[config.mk]
export PLATFORM = sky130hd
export DESIGN_NAME = sar_logic_param
export DESIGN_NICKNAME = d
export VERILOG_FILES = /design/src/rtl/sar_logic_param.sv
export SDC_FILE = /design/constraint.sdc
export NUM_CORES = 1
export LEC_CHECK = 0
export CORE_ASPECT_RATIO = 0.7
export CORE_MARGIN = 3
export CORE_UTILIZATION = 55
export CTS_CLUSTER_SIZE = 12
export DETAILED_ROUTE_END_ITERATION = 12
export PLACE_DENSITY = 0.84
export SETUP_SLACK_MARGIN = 0.4
export SLEW_MARGIN = 20
export SYNTH_ARGS = -nofsm -noshare
export SYNTH_HDL_FRONTEND = slang
export SYNTH_SLANG_ARGS = --single-unit
[constraint.sdc]
create_clock -name clk -period 3.4 [get_ports clk]
set_input_delay 1.02 -clock clk [delete_from_list [all_inputs] [get_ports clk]]
set_output_delay 1.02 -clock clk [all_outputs]
set_load 0.01 [all_outputs]
[src/rtl/sar_logic_param.sv]
// Parametrised SAR control logic: internal sample pulse, one DAC bit per clock,
// monotonic or trial-bit switching, registered result with eoc/data_valid strobes.
module sar_logic_param #(
  parameter int unsigned NBITS       = 10,
  parameter int unsigned SAMP_CYCLES = 2,
  parameter int unsigned MODE        = 0
) (
  input  logic             clk,
  input  logic             rst,
  input  logic             start,
  input  logic             comp,
  input  logic             comp_n,
  output logic             samp,
  output logic [NBITS-1:0] b,
  output logic [NBITS-1:0] bn,
  output logic [NBITS-1:0] data_out,
  output logic             data_valid,
  output logic             eoc,
  output logic             busy,
  output logic             comp_err
);

  localparam int unsigned KW = $clog2(NBITS);
  localparam int unsigned CW = (SAMP_CYCLES > 1) ? $clog2(SAMP_CYCLES) : 1;

  localparam logic [1:0] IDLE    = 2'd0;
  localparam logic [1:0] SAMPLE  = 2'd1;
  localparam logic [1:0] CONVERT = 2'd2;
  localparam logic [1:0] DONE    = 2'd3;

  logic [1:0]       state, state_nxt;
  logic [KW-1:0]    k, k_nxt;
  logic [CW-1:0]    cnt, cnt_nxt;
  logic             samp_nxt, busy_nxt, eoc_nxt, data_valid_nxt, comp_err_nxt;
  logic [NBITS-1:0] b_nxt, bn_nxt, data_out_nxt;

  // Next-state and next-output decode
  always_comb begin
    state_nxt      = state;
    k_nxt          = k;
    cnt_nxt        = cnt;
    samp_nxt       = samp;
    busy_nxt       = busy;
    eoc_nxt        = 1'b0;
    data_valid_nxt = 1'b0;
    comp_err_nxt   = comp_err;
    b_nxt          = b;
    bn_nxt         = bn;
    data_out_nxt   = data_out;

    case (state)
      IDLE, DONE: begin
        if (start) begin
          state_nxt    = SAMPLE;
          samp_nxt     = 1'b1;
          busy_nxt     = 1'b1;
          b_nxt        = '0;
          bn_nxt       = '0;
          comp_err_nxt = 1'b0;
          cnt_nxt      = CW'(SAMP_CYCLES - 1);
        end else begin
          state_nxt = IDLE;
        end
      end
      SAMPLE: begin
        if (cnt == '0) begin
          state_nxt = CONVERT;
          samp_nxt  = 1'b0;
          k_nxt     = KW'(NBITS - 1);
          if (MODE == 1) b_nxt[NBITS-1] = 1'b1;
        end else begin
          cnt_nxt = cnt - CW'(1);
        end
      end
      CONVERT: begin
        // Capture from comp even when the comparator decision is ambiguous
        b_nxt[k]  = comp;
        bn_nxt[k] = comp_n;
        if (comp == comp_n) comp_err_nxt = 1'b1;
        if (MODE == 1 && k != '0) b_nxt[k - KW'(1)] = 1'b1;
        if (k == '0) begin
          state_nxt      = DONE;
          data_out_nxt   = b_nxt;
          data_valid_nxt = 1'b1;
          eoc_nxt        = 1'b1;
          busy_nxt       = 1'b0;
        end else begin
          k_nxt = k - KW'(1);
        end
      end
      default: state_nxt = IDLE;
    endcase
  end

  // State and output registers
  always_ff @(posedge clk) begin
    if (rst) begin
      state      <= IDLE;
      k          <= KW'(NBITS - 1);
      cnt        <= '0;
      samp       <= 1'b0;
      busy       <= 1'b0;
      eoc        <= 1'b0;
      data_valid <= 1'b0;
      comp_err   <= 1'b0;
      b          <= '0;
      bn         <= '0;
      data_out   <= '0;
    end else begin
      state      <= state_nxt;
      k          <= k_nxt;
      cnt        <= cnt_nxt;
      samp       <= samp_nxt;
      busy       <= busy_nxt;
      eoc        <= eoc_nxt;
      data_valid <= data_valid_nxt;
      comp_err   <= comp_err_nxt;
      b          <= b_nxt;
      bn         <= bn_nxt;
      data_out   <= data_out_nxt;
    end
  end

endmodule

==> results of run 1 <==
cell families (layout without fill, tap and decap cells):
logic type / after synthesis / after routing
adders and majority gates: 6 / 6
DFF: 41 / 41
buffers and inverters: 31 / 57
xor gates and xnor gates: 1 / 1
and+or+nand+nor: 102 / 102
AOI/OAI and AO/OA: 66 / 66
muxes: 3 / 3
through the flow:
stage | instances | power, mW | hold slack [ns] | util [%]
2_1_floorplan | 250 | 0.972 | 0.468 | -
3_3_place_gp | 318 | 1.06 | 0.441 | 67.9
3_5_place_dp | 318 | 1.07 | 0.449 | 67.9
4_1_cts | 326 | 1.38 | 0.459 | 70.1
5_1_grt | 326 | 1.45 | 0.493 | 70.1
6_report | 326 | 1.39 | 0.458 | 70.1
metal layers:
layer	part of all wire, %	routed length, um	track usage [%]	up-vias
li1	-	-	-	965
met1	48	2580	35.5	939
met2	42	2270	36.0	100
met3	9.5	510	5.68	2
met4	0.46	25	5.88	0
met5	0	0	0	-
flip-flops by register name, indices dropped and copies added, names as in the netlist:
signal / count
b: 10
bn: 10
data_out: 10
k: 4
state: 2
busy: 1
cnt: 1
comp_err: 1
eoc: 1
samp: 1
power groups by stage:
stage / Combinational, mW / Clock (mW) / Sequential (mW)
after floorplan: 0.406 / 0 / 0.565
after global placement: 0.489 / 0 / 0.571
after detailed placement: 0.500 / 0 / 0.572
after CTS: 0.506 / 0.311 / 0.562
after global routing: 0.554 / 0.329 / 0.570
final: 0.517 / 0.311 / 0.563
final timing paths:
| path | slack, ns | end | startpoint |
|---|---|---|---|
| worst min register to register | 0.46 | data_out[0] | data_out[0] |
| worst max register to register | 1.32 | bn[7] | state[0] |
| worst min-delay path | 0.46 | data_out[0] | data_out[0] |
| worst max-delay path | 0.90 | b[3] | start |
layout by cell type, fill, tap and decap left out, types with 2 or more instances in the layout:
cell	instances
sky130_fd_sc_hd__clkbuf_1	3
sky130_fd_sc_hd__nor2_1	4
sky130_fd_sc_hd__dfxtp_1	41
sky130_fd_sc_hd__or3b_1	4
sky130_fd_sc_hd__buf_4	3
sky130_fd_sc_hd__clkdlybuf4s50_1	39
sky130_fd_sc_hd__ha_1	6
sky130_fd_sc_hd__a21o_1	2
sky130_fd_sc_hd__a31oi_1	12
sky130_fd_sc_hd__clkbuf_8	5
sky130_fd_sc_hd__inv_1	6
sky130_fd_sc_hd__o31ai_1	2
sky130_fd_sc_hd__a21oi_1	24
sky130_fd_sc_hd__nand3_1	12
sky130_fd_sc_hd__a221oi_1	2
sky130_fd_sc_hd__o21ai_0	13
sky130_fd_sc_hd__o21ai_1	5
sky130_fd_sc_hd__nand2_1	29
sky130_fd_sc_hd__nor3b_2	3
sky130_fd_sc_hd__nand3b_1	7
sky130_fd_sc_hd__nand4_1	22
sky130_fd_sc_hd__a32oi_1	4
sky130_fd_sc_hd__nor2b_1	5
sky130_fd_sc_hd__and2_1	7
layout make-up:
type / count / area, um^2 / area share (%)
clock buffers: 8 / 80.1 / 3.19
inverters: 7 / 26.3 / 1.05
multi-input cells: 178 / 1110 / 44.1
flip-flops and latches: 41 / 821 / 32.7
well taps: 50 / 62.6 / 2.49
repair buffers: 42 / 413 / 16.5
worst max-delay path: stages:
cell                              delay [ns]
sky130_fd_sc_hd__clkdlybuf4s50_1        0.64
sky130_fd_sc_hd__nand2b_1               0.66
sky130_fd_sc_hd__a32oi_1                0.22
sky130_fd_sc_hd__a21oi_1                0.19
==> reports/metrics.yaml, run 1 <==
first_pass_grt_wire_length_mm: 8.62
yosys.area.top_type_share_pct: 39.3
status: "finished clean"
cts.path.max_buffers: 2
floorplan.die.width_um: 79.6
power.share.combinational_pct: 37.2
period_minus_slack_ns: 2.50
synth_top_family_by_area: "simple AND/OR/NAND/NOR gates"
firstDrtPassIters: 4
finClkSkew_ns: 0.00480
relSlewSlack_pct: 43.7
synthesis.instances: 250
p_seq_share_pct: 40.5
end_kind: "register"
antenna_found_initial: 0
fin_setup_tns_ns: 0
final_layout_size_suffix_gt1_share_pct: 5.07
placed_area_um2: 2430
nets_final: 286
layout-area-overhead-vs-synth_pct: 20.3
pin_count_of_the_biggest_net_entering_global_routing: 28
clock_tree_from_tritoncts: "done"
tightest_slew_ns: 0.842
post_synth_most_frequent_cells: "sky130_fd_sc_hd__dfxtp_1 (41), sky130_fd_sc_hd__nand2_1 (29), sky130_fd_sc_hd__a21oi_1 (24)"
vias_per_cell: 6.15
setup.worst_path.class: "primary input to register"
count_of_input_and_output_buffers: 39
synth.cell_area_um2: 2090
synth-adder-area-share_pct: 3.60
syn-num-nets: 261
crit_path_max_fanout: 21
ys_async_sr_fraction_pct: 0
clk_latency_ns: 0.30
detail-route-antenna-nets: 0
worst_ir_drop_vdd_mv: 0.401
synth-compound-area-share_pct: 18.5
drt_drc_violations_left: 0
htree_levels: 2
avgSynthCellArea_um2: 8.35
root_buffer_cell: "sky130_fd_sc_hd__clkbuf_8"
leakage_nw: 0.797
synth_xor_xnor_area_share_pct: 0.420
sw_frac_of_total_pct: 38.8
gr-usage-all-layers_pct: 24.2
worstHoldPathType: "register to register"
setup_repair_after_global_routing_missed_its_margin: "false"
timing.critical_path.from_type: "primary input"
routed_wire_length_per_instance_um: 16.5
required_worst_endpoint_ns: 3.63
synth-simple-area-share_pct: 28.4
insertedDiodeCount: 0
hold_violations: 0
max-cap-violations: 0
yosys_most_used_dff: "sky130_fd_sc_hd__dfxtp_1"
initial_utilization_pct: 58.3
final_setup_violations: 0
place_ws_ns: 0.664
cp_data_arrival_time_ns: 2.73
timing_max_transition_violations_final: 0
p_int_mw: 0.852
layout_worst_path_cycle_share_pct: 73.6
first_iter_violations: 234
cts.hold.buffers_added: 0
post_synth_num_cell_types: 41
fmax_mhz: 400
seq_area_frac_synth_pct: 39.3
power_switching_mw: 0.540
synth_area_leader_cell: "sky130_fd_sc_hd__dfxtp_1"
clock_share_of_power_pct: 22.3
synthMuxAreaShare_pct: 2.10
clk_pin_slew_ns: 0.08
dieArea_um2: 4580
final_area_um2: 2510
placement_rows: 18
cts_resized: 0
die_h_um: 57.5
core_um2: 3580
placer_s_final_routability_congestion_estimate: 0.848
synth.most_common_cell: "sky130_fd_sc_hd__dfxtp_1"
grt_overflow_total: 0
yosys_warnings: 0
cts_post_setup_buffers_inserted: 0
power-per-cell-area_nw_per_um2: 554
worstRegToRegCells: 6
n_fill_cell: 289
first_global_vias: 1723
synth_edf_count: 0
detailed_place_hpwl_mm: 3.45
io_pins: 40
worst_slack_ns: 0.898
clock_sinks: 41
post_synth_main_area_contributors: "sky130_fd_sc_hd__dfxtp_1 (39%), sky130_fd_sc_hd__nand4_1 (6.6%), sky130_fd_sc_hd__a21oi_1 (5.8%)"
synth_seq_cells: 41
routed_wirelength_mm: 5.39
via_count: 2006
tritoncts.num_buffers: 5
min_path_cells: 2
Power figures use the tool's default switching activity.
==> run 2: changes to the inputs <==
- CORE_UTILIZATION: 55 -> 51
- PLACE_DENSITY: 0.84 -> 0.79
- clock period: 3.4 -> 2.6 ns (I/O delays scaled with it)
==> reports/metrics.yaml, run 2 (synthesis results as in run 1) <==
status: "finished clean"
gr-usage-all-layers_pct: 24.0  # -0.27 points
rr_startpoint: "k[0]"
nets_final: 293  # +2.4%
leakage_nw: 0.829  # +4.0%
timing.critical_path.depth: 1  # -3
floorplan.die.width_um: 82.5  # +3.6%
end_kind: "output port"
finClkSkew_ns: 0.00542  # +0.000620 ns
worstPathCellList: "clkdlybuf4s50_1"
reg2reg_slack_ns: 0.62  # -0.70 ns
count_of_input_and_output_buffers: 39  # unchanged
first_iter_violations: 255  # +9.0%
clock_tree_from_tritoncts: "done"
placement_rows: 18  # unchanged
worst_hold_startpoint: "data_out[5]"
worst_ir_drop_vdd_mv: 0.406  # +1.4%
grt_overflow_total: 0  # unchanged
crit_path_max_fanout: 4  # -81%
fin_setup_tns_ns: 0  # unchanged
core_um2: 3720  # +3.8%
max-cap-violations: 0  # unchanged
fmax_mhz: 488
setup_repair_after_global_routing_missed_its_margin: "false"
pin_count_of_the_biggest_net_entering_global_routing: 28  # unchanged
worstRegToRegCells: 5  # -1
power-per-cell-area_nw_per_um2: 714  # +29%
cts.hold.buffers_added: 0  # unchanged
clk_latency_ns: 0.29  # about the same
cts.path.max_buffers: 2  # unchanged
finalCoreUtilization_pct: 68.8  # -1.3 points
routed_wirelength_mm: 5.38  # -0.13%
drt_drc_violations_left: 0  # unchanged
placer_s_final_routability_congestion_estimate: 0.870  # +2.6%
required_worst_endpoint_ns: 1.82  # -1.81 ns
final.hold.worst_slack_ns: 0.456  # -0.00141 ns
layout-area-overhead-vs-synth_pct: 22.5
clk_pin_slew_ns: 0.08  # about the same
worstHoldPathType: "register to register"
timing.rr.end: "k[1]"
cp_data_arrival_time_ns: 1.27  # -1.46 ns
antenna_found_initial: 0  # unchanged
insertedDiodeCount: 0  # unchanged
via_count: 2013  # +0.35%
root_buffer_cell: "sky130_fd_sc_hd__clkbuf_8"
first_global_vias: 1744  # +1.2%
largestRegisters: "b x10, bn x10, data_out x10"
worst_slack_ns: 0.549  # -0.349 ns
timing.critical_path.max_delay_family: "buffers and inverters"
timing.critical_path.from_type: "register"
layout_worst_path_cycle_share_pct: 78.9
timing_max_transition_violations_final: 0  # unchanged
tritoncts.num_buffers: 5  # unchanged
cp.buffers_inverters: 1  # unchanged
clock_sinks: 41  # unchanged
initial_utilization_pct: 56.2  # -2.1 points
hold_end: "data_out[5]"
fin_cells: 331  # +1.5%
setup.worst_path.class: "register to output port"
detailed_place_hpwl_mm: 3.69  # +7.0%
min_path_cells: 2  # unchanged
dieArea_um2: 4910  # +7.1%
place_ws_ns: 0.344  # -0.320 ns
hold_violations: 0  # unchanged
final_setup_violations: 0  # unchanged
layout.cells.most_common: "sky130_fd_sc_hd__dfxtp_1"
detail-route-antenna-nets: 0  # unchanged
io_pins: 40  # unchanged
routed_wire_length_per_instance_um: 16.3  # -1.6%
htree_levels: 2  # unchanged
die_h_um: 59.5  # +3.4%
firstDrtPassIters: 4  # unchanged
layout_common_cells: "sky130_fd_sc_hd__dfxtp_1 (41), sky130_fd_sc_hd__clkdlybuf4s50_1 (39), sky130_fd_sc_hd__nand2_1 (29)"
critical_path.max_stage_delay_ns: 0.57  # -0.09 ns
first_pass_grt_wire_length_mm: 8.87  # +2.9%
period_minus_slack_ns: 2.05
final_layout_size_suffix_gt1_share_pct: 8.19  # +3.1 points
tightest_slew_ns: 0.471  # -0.371 ns
relSlewSlack_pct: 68.5  # +25 points
cpMaxStageDelayCell: "sky130_fd_sc_hd__clkdlybuf4s50_1"
placed_cells: 325  # +2.2%
vias_per_cell: 6.08  # -1.2%
[run 2: what timing repair did]
action | CTS | global route
setup buffers | 0 | 0
gates resized for setup | 0 | 1
endpoints found under the setup margin | 0 | 1
[run 2: layout make-up]
type,count,area [um^2]
inverters,7,26.3
repair buffers,49,465
clock inverters,1,5.00
multi-input cells,178,1110
flip-flops and latches,41,821
fillers,324,1160
clock buffers,5,68.8
well taps,50,62.6
[run 2: metal layers]
layer  track usage [%]  up-vias  share of wire, %
li1                  -      972                 -
met4              7.58        0              0.89
met1              35.8      946                47
met3              5.62        7               8.8
met5                 0        -                 0
met2              33.7       88                43
[run 2: worst max-delay path by stage]
stage,start,end
after CTS,b[9],b[9]
final,b[9],b[9]
after global routing,k[0],k[1]
after detailed placement,start,bn[0]
after floorplan,start,state[0]
after global placement,start,state[0]
[run 2: per-stage QoR]
| stage | power (mW) | area (um^2) |
|---|---|---|
| after detailed placement | 1.44 | 2480 |
| after global placement | 1.43 | 2480 |
| after CTS | 1.82 | 2560 |
| after global routing | 1.93 | 2560 |
| final | 1.83 | 2560 |
| after floorplan | 1.27 | 2090 |
[run 2: worst min-delay path, delay by kind of cell (launching register included)]
| family | cells | cell delay, ns |
|---|---|---|
| flops | 1 | 0.31 |
| simple gates | 1 | 0.05 |
| compound gates | 1 | 0.05 |
[run 2: power by group]
group          leakage [nW]  switching, mW  internal (mW)
Sequential            0.332         0.0486          0.681
Combinational         0.458          0.441          0.269
Clock                0.0399          0.209          0.177
Total                 0.829          0.699           1.13
